===== src/rtl/radix_booth_pkg.sv =====
// Shared constants and Booth radix-4 digit encoding for the sequential signed multiplier.
package radix_booth_pkg;

    localparam int unsigned WIDTH_DEF = 32;
    localparam int unsigned STEPS_DEF = WIDTH_DEF / 2;
    localparam int unsigned CNT_W_DEF = $clog2(STEPS_DEF + 1);

    typedef enum logic [2:0] {
        ZERO = 3'd0,
        POS1 = 3'd1,
        POS2 = 3'd2,
        NEG2 = 3'd3,
        NEG1 = 3'd4
    } booth_digit_e;

    // Counter width able to hold 0..width/2.
    function automatic int unsigned cnt_width(input int unsigned width);
        return $clog2(width / 2 + 1);
    endfunction

    // Map the overlapping 3-bit multiplier window {b(2i+1), b(2i), b(2i-1)} to a digit.
    function automatic booth_digit_e booth_decode(input logic [2:0] win);
        booth_digit_e digit;
        digit = ZERO;
        case (win)
            3'b001, 3'b010: digit = POS1;
            3'b011:         digit = POS2;
            3'b100:         digit = NEG2;
            3'b101, 3'b110: digit = NEG1;
            default:        digit = ZERO;
        endcase
        return digit;
    endfunction

endpackage


===== src/rtl/booth_r4_digit.sv =====
// Combinational radix-4 Booth digit: selects 0, +-M or +-2M as a WIDTH+2 bit addend.
module booth_r4_digit
    import radix_booth_pkg::*;
#(
    parameter int unsigned WIDTH = WIDTH_DEF
) (
    input  logic [2:0]       win_i,
    input  logic [WIDTH+1:0] mcand_i,
    output logic [WIDTH+1:0] addend_c_o
);

    booth_digit_e     digit_c;
    logic [WIDTH+1:0] mcand_x2_c;

    assign digit_c    = booth_decode(win_i);
    // Guard bits keep 2M representable for the most-negative multiplicand.
    assign mcand_x2_c = {mcand_i[WIDTH:0], 1'b0};

    always_comb begin
        addend_c_o = '0;
        case (digit_c)
            POS1:    addend_c_o = mcand_i;
            POS2:    addend_c_o = mcand_x2_c;
            NEG2:    addend_c_o = -mcand_x2_c;
            NEG1:    addend_c_o = -mcand_i;
            default: addend_c_o = '0;
        endcase
    end

endmodule


===== src/rtl/radix_booth_mult.sv =====
// Sequential signed multiplier retiring one radix-4 Booth digit per enabled clock.
module radix_booth_mult
    import radix_booth_pkg::*;
#(
    parameter int unsigned WIDTH = WIDTH_DEF
) (
    input  logic                 clk,
    input  logic                 rst,
    input  logic                 en,
    input  logic                 load,
    input  logic [WIDTH-1:0]     A,
    input  logic [WIDTH-1:0]     B,
    output logic [2*WIDTH-1:0]   OUT
);

    localparam int unsigned PW    = 2 * WIDTH + 3;
    localparam int unsigned STEPS = WIDTH / 2;
    localparam int unsigned CNT_W = cnt_width(WIDTH);

    localparam logic [0:0] S_IDLE = 1'b0;
    localparam logic [0:0] S_BUSY = 1'b1;

    logic [0:0]         state_q, state_d;
    logic [WIDTH+1:0]   mcand_q, mcand_d;
    logic [PW-1:0]      prod_q, prod_d;
    logic [CNT_W-1:0]   cnt_q, cnt_d;
    logic [2*WIDTH-1:0] out_q, out_d;

    logic [WIDTH+1:0]   addend_c;
    logic [WIDTH+1:0]   upper_sum_c;
    logic [PW-1:0]      step_c;

    booth_r4_digit #(
        .WIDTH(WIDTH)
    ) u_digit (
        .win_i     (prod_q[2:0]),
        .mcand_i   (mcand_q),
        .addend_c_o(addend_c)
    );

    // Accumulate into the guarded upper half, then arithmetic shift right by one digit.
    assign upper_sum_c = prod_q[PW-1:WIDTH+1] + addend_c;
    assign step_c      = {{2{upper_sum_c[WIDTH+1]}}, upper_sum_c, prod_q[WIDTH:2]};

    always_comb begin
        state_d = state_q;
        mcand_d = mcand_q;
        prod_d  = prod_q;
        cnt_d   = cnt_q;
        out_d   = out_q;
        if (load) begin
            state_d = S_BUSY;
            mcand_d = {{2{A[WIDTH-1]}}, A};
            prod_d  = {{(WIDTH+2){1'b0}}, B, 1'b0};
            cnt_d   = '0;
            out_d   = '0;
        end else if (en && (state_q == S_BUSY)) begin
            prod_d = step_c;
            cnt_d  = cnt_q + CNT_W'(1);
            if (cnt_q == CNT_W'(STEPS - 1)) begin
                out_d   = step_c[2*WIDTH:1];
                state_d = S_IDLE;
            end
        end
    end

    always_ff @(posedge clk or negedge rst) begin
        if (!rst) begin
            state_q <= S_IDLE;
            mcand_q <= '0;
            prod_q  <= '0;
            cnt_q   <= '0;
            out_q   <= '0;
        end else begin
            state_q <= state_d;
            mcand_q <= mcand_d;
            prod_q  <= prod_d;
            cnt_q   <= cnt_d;
            out_q   <= out_d;
        end
    end

    assign OUT = out_q;

endmodule


===== config.mk =====
export PLATFORM = sky130hd
export DESIGN_NAME = radix_booth_mult
export DESIGN_NICKNAME = d
export VERILOG_FILES = /design/src/rtl/radix_booth_pkg.sv /design/src/rtl/booth_r4_digit.sv /design/src/rtl/radix_booth_mult.sv
export SDC_FILE = /design/constraint.sdc
export NUM_CORES = 1
export LEC_CHECK = 0
export BUFFER_PORTS_ARGS = -buffer_cell sky130_fd_sc_hd__buf_2
export CORE_UTILIZATION = 30
export DETAILED_ROUTE_END_ITERATION = 10
export PLACE_DENSITY = 0.5
export SLEW_MARGIN = 20
export SYNTH_ARGS = -nofsm -noshare
export SYNTH_HDL_FRONTEND = slang
export SYNTH_SLANG_ARGS = --single-unit

===== constraint.sdc =====
create_clock -name clk -period 10.4 [get_ports clk]
set_input_delay 0.52 -clock clk [delete_from_list [all_inputs] [get_ports clk]]
set_output_delay 0.52 -clock clk [all_outputs]
set_load 0.03 [all_outputs]

### Word level (Yosys, flattened, before mapping)

Cells that the tools add are included.

* register bits: 169
* output and inout bits: 64
* input bits: 68
* logic and storage cells: 38

* equal/unequal tests: 11
* reductions and logical operators: 6
* add/sub/neg operators: 4
* muxes and demuxes: 12

Operator list (number)
* 2-to-1 mux 64 bit: 3
* case mux 34 bit (4 select lines): 1
* 2-to-1 mux 67 bit: 2
* negation 34 bit: 2
* adder 34 bit: 1
* == test 3 x 2 -> 1 bit (second input constant): 4
* == test 3 bit (second input constant): 4
* case mux 3 bit (4 select lines): 1
* 2-to-1 mux 5 bit: 2
* == test 3 x 1 -> 1 bit (second input constant): 2
* adder 5 x 1 -> 5 bit (second input constant): 1
* == test 5 x 4 -> 1 bit (second input constant): 1
* nonzero test 2 bit: 2
* OR reduction 2 bit: 2
* 2-to-1 mux 1 bit: 3
* AND reduction 2 bit: 1
* logical AND 1 bit: 1

### Longest topological paths before layout

* word-level depth: 9
* gate-level depth with buffers: 20
* depth with buffers taken out: 19

### Modules after synthesis

Synthesis repeated with hierarchy kept, for this count alone.

* cells, all modules: 1259
* area total of the unflattened synthesis: 10759.1 um^2

By module, submodules not included
* radix_booth_mult: area an instance 8748.4 um^2, times used 1, sequential area each 4179.0 um^2, cells each 935
* booth_r4_digit: area an instance 2010.7 um^2, times used 1, sequential area each 0.0 um^2, cells each 324

### Worst setup path after synthesis

No wires, ideal clock.

* kind: register to register
* from: reg mcand_q[0]
* to: reg prod_q[63]
* data arrival time: 4473 ps
* period minus slack after synthesis: 4551 ps
* slack: 5849 ps
* setup time: 78 ps
* buffers on the path: 1
* cell stages (with the launch flop): 21
* required time: 10322 ps
* cells stage by stage: dfrtp_1 inv_1 ha_1 or3b_1 nor3_2 nand3_1 o31ai_1 xor2_1 o32ai_1 o21ai_0 nand2_1 ha_1 clkbuf_1 nand3_1 or4_1 a21o_1 o2111a_1 o31ai_1 xor2_1 nand2_1 a21oi_1

* word-level cells in the longest chain between the ends: 5
* elaborated cells between the ends (all ways): 6
* those cells by class: add/sub (3); mux (3)

Ends and longest elaborated chain
* from (decl): line radix_booth_mult.sv:24 `logic [WIDTH+1:0] mcand_q, mcand_d;`
* from (signal assigned): line radix_booth_mult.sv:76 `mcand_q <= mcand_d;`
* negation 34 bit, on equally long branches: line booth_r4_digit.sv:25, booth_r4_digit.sv:24
* case mux 34 bit (4 select lines) (*): line booth_r4_digit.sv:21 `case (digit_c)`
* adder 34 bit (*): line radix_booth_mult.sv:42 `assign upper_sum_c = prod_q[PW-1:WIDTH+1] + addend_c;`
* 2-to-1 mux 67 bit (*): line radix_booth_mult.sv:57 `end else if (en && (state_q == S_BUSY)) begin`
* 2-to-1 mux 67 bit (*): line radix_booth_mult.sv:51 `if (load) begin`
* to (signal assigned): line radix_booth_mult.sv:77 `prod_q <= prod_d;`
* to (decl): line radix_booth_mult.sv:25 `logic [PW-1:0] prod_q, prod_d;`

Every way passes the cells marked *; elsewhere a longest branch is shown, timed or not. The select of a mux whose other input is x is not followed.
A chain may end at the register's enable or synchronous reset.

### Final worst setup path

* from: reg mcand_q[0]
* to: reg out_q[63], in the netlist OUT[63]

* word-level cells in the longest chain between the ends: 6
* elaborated cells between the ends (all ways): 7
* those cells by class: add/sub (3); mux (4)

Ends and longest elaborated chain
* negation 34 bit, on equally long branches: line booth_r4_digit.sv:25, booth_r4_digit.sv:24
* case mux 34 bit (4 select lines) (*): line booth_r4_digit.sv:21
* adder 34 bit (*): line radix_booth_mult.sv:42
* 2-to-1 mux 64 bit (*): line radix_booth_mult.sv:60 `if (cnt_q == CNT_W'(STEPS - 1)) begin`
* 2-to-1 mux 64 bit (*): line radix_booth_mult.sv:57
* 2-to-1 mux 64 bit (*): line radix_booth_mult.sv:51
* to (signal assigned): line radix_booth_mult.sv:79 `out_q <= out_d;`
* to (decl): line radix_booth_mult.sv:27 `logic [2*WIDTH-1:0] out_q, out_d;`

Marked as above.

==> flow_metrics.env <==
export IMPL_cts_buffers=17
export IMPL_seqPwrFrac=0.375
export IMPL_ios=132
export IMPL_tightestPinTransition_ns=1.10
export IMPL_synth_most_common_cell="nand2_1"
export IMPL_first_pass_iters=6
export IMPL_rsz0062_at_grt="no"
export IMPL_num_nets_final=1454
export IMPL_initial_core_util=0.308
export IMPL_die_area_um2=36400
export IMPL_grt_pass1_wl_um=54900
export IMPL_p_leak_nw=5.38
export IMPL_crit_type="reg2reg"
export IMPL_powerDensity_nw_per_um2=166
export IMPL_period_minus_slack_ns=5.49
export IMPL_n_antenna_cell=0
export IMPL_period_share=0.528
export IMPL_yosysTopAreaCell="dfrtp_1"
export IMPL_globalRouteOverflowTotal=0
export IMPL_first_iter_violations=742
export IMPL_reg2reg_setup_slack_ns=4.91
export IMPL_die_h_um=191
export IMPL_gp_congestion=0.891
export IMPL_hold_viol_final=0
export IMPL_dp_hpwl_um=23800
export IMPL_cts_setup_buffers=0
export IMPL_hold_buffers=0
export IMPL_grt_pass1_vias=9543
export IMPL_pwr_share_comb=0.295
export IMPL_pwr_share_clk=0.330
export IMPL_drive_gt1_frac=0.162
export IMPL_timing_rr_start="mcand_q[0]"
export IMPL_worstSetupEndpointType="register"
export IMPL_setup_viol=0
export IMPL_synth_top_cell_area_share=0.390
export IMPL_r2r_end="OUT[63]"
export IMPL_cts_clk_slew_worst_paths_ns=0.08
export IMPL_max_slew_margin=0.265
export IMPL_detail_route_wl_per_cell_um=18.7
export IMPL_gr_usage_all_layers=0.194
export IMPL_pre_cts_ws_ns=4.99
export IMPL_path_max_fanout=10
export IMPL_postRouteAntennaNets=0
export IMPL_cp_arrival_ns=5.83
export IMPL_synth_fp_nets=1389
export IMPL_power_mw=2.03
export IMPL_clock_sinks=167
export IMPL_internal_power_mw=1.28
export IMPL_synthTopCellsByArea="dfrtp_1, nand2_1, a21oi_1"
export IMPL_setup_tns_final_ns=0
export IMPL_cp_slowest_cell="nor3_2"
export IMPL_cts_resized=0
export IMPL_areaGrowthSynthToFinish_pct=14.4
export IMPL_timing_hold_ws_ns=0.0100
export IMPL_ys_warn_count=0
export IMPL_synth_seq_cells=167
export IMPL_cp_required_ns=10.74
export IMPL_synth_edff_count=0
export IMPL_slowest_delay_ns=0.57
export IMPL_run_status="complete, no violations"
export IMPL_skew_ns=0.0139
export IMPL_nFillCells=3625
export IMPL_multi_input_area_um2=6040
export IMPL_drc=0
export IMPL_r2r_cells=19
export IMPL_syn_area_um2=10700
export IMPL_p_switching_mw=0.749
export IMPL_ys_flop_type="dfrtp_1"
export IMPL_final_util=0.352
export IMPL_ys_seq_area_frac=0.390
export IMPL_ys_types=72
export IMPL_antenna_found_initial=3
export IMPL_num_rows=68
export IMPL_synth_area_per_cell_um2=8.34
export IMPL_max_freq_ghz=0.182
export IMPL_grt_max_degree=83
export IMPL_cts_buffer_depth=2
export IMPL_viasPerCell=5.37
export IMPL_vdd_ir_drop_max_mv=0.131
export IMPL_cts_tree="yes"
export IMPL_synthTopCellsByCount="nand2_1, dfrtp_1, a21oi_1"
export IMPL_fin_ws_ns=4.91
export IMPL_crit_chain="inv_1, ha_1, or3b_1, nor3_2, nand2_1, or3_1, nand2_1, xnor2_1, nand2_1, o311ai_0, ha_1, nand4_1, nor3_1, nand3_1, o41ai_1, nor2_1, o31ai_1, or3_1, nand3_1"
export IMPL_clk_latency_ns=0.46
export IMPL_htree_levels=4
export IMPL_vias=9753
export IMPL_port_buffers=131
export IMPL_critPathLaunchType="register"
export IMPL_core_area_um2=34800
export IMPL_postSynthCellCount=1284
export IMPL_maxCapViolCount=0
export IMPL_sw_frac_of_total=0.369
export IMPL_worstHoldPathType="in2async"
export IMPL_drv_slew=0
export IMPL_async_flop_share=1.00
export IMPL_seq_area_um2=4180
export IMPL_cp_common_cell="nand2_1"
export IMPL_drt_wl_total_um=34000
export IMPL_cts_root_buf="clkbuf_16"
export IMPL_die_width_um=191
kinds of logic (layout without fill, tap and decap cells):
kind of cell,Yosys count,after routing,synth area share
AOI/OAI and AO/OA,365,365,0.206
muxes,63,63,0.0621
and+or+nand+nor,471,471,0.203
buffers and inverters,122,200,0.0468
xor gates and xnor gates,59,59,0.0483
adders and majority gates,37,37,0.0440
DFF,167,167,0.390
state kept, by name (all words and copies together), names as in the netlist:
name	count
mcand_q	32
cnt_q	5
OUT	64
prod_q	65
state_q	1
power by group through the flow:
stage	clock (mW)	sequential, mW	combinational, mW
floorplan	0	0.743	0.435
global placement	0	0.773	0.595
detailed placement	0	0.774	0.594
CTS	0.691	0.762	0.598
global route	0.717	0.769	0.666
finish	0.670	0.761	0.599
layer usage:
| layer | track usage | up-vias | part of all wire |
|---|---|---|---|
| li1 | - | 4721 | - |
| met1 | 0.259 | 4749 | 0.47 |
| met2 | 0.300 | 234 | 0.45 |
| met3 | 0.0540 | 43 | 0.059 |
| met4 | 0.0615 | 6 | 0.022 |
| met5 | 0 | - | 0.0010 |
layout by cell type, fill, tap and decap left out, drive strengths merged, types with 5 or more instances in the layout:
cell / n
nor4: 10
buf: 144
a21oi: 121
a21o: 19
or4: 9
mux2: 27
inv: 30
o311ai: 5
ha: 36
o31ai: 6
nor3: 29
xor2: 18
a221oi: 6
dfrtp: 167
a211oi: 6
nand2: 251
o221ai: 5
nand4: 14
a22oi: 26
nor2b: 7
and3: 7
or2: 6
nand3: 31
nand2b: 13
xnor2: 41
a31oi: 11
nor2: 62
clkbuf: 18
and2: 5
or3: 16
mux2i: 36
o21ai: 118
area by class of cell:
type	count	share of cell area
flip-flops and latches	167	0.341
well taps	455	0.0465
clock buffers	18	0.0350
clock inverters	14	0.0146
multi-input cells	995	0.493
inverters	24	0.00736
repair buffers	144	0.0625
worst max path at each step:
stage                 end  slack, ns   startpoint
5_1_grt        prod_q[65]       4.42   mcand_q[0]
6_report          OUT[63]       4.91   mcand_q[0]
2_1_floorplan  prod_q[63]       5.85   mcand_q[0]
3_3_place_gp   prod_q[65]       5.00  mcand_q[10]
3_5_place_dp      OUT[63]       4.99   mcand_q[0]
4_1_cts           OUT[63]       4.94   mcand_q[0]
critical path: cells and delay by family (launching register included):
family                   cells  cell delay, ns
XOR/XNOR                     1            0.07
flip-flops                   1            0.39
AND/OR/NAND/NOR             12            3.10
buffers and inverters        1            0.10
adder cells (fa/ha/maj)      2            0.71
AO/OA/AOI/OAI                3            1.00
through the flow:
stage          cells  cell area [µm²]
4_1_cts         1817            12200
3_5_place_dp    1785            11600
2_1_floorplan   1284            10700
6_report        1817            12200
5_1_grt         1817            12200
3_3_place_gp    1785            11600
(Power assumes the default switching activity.)
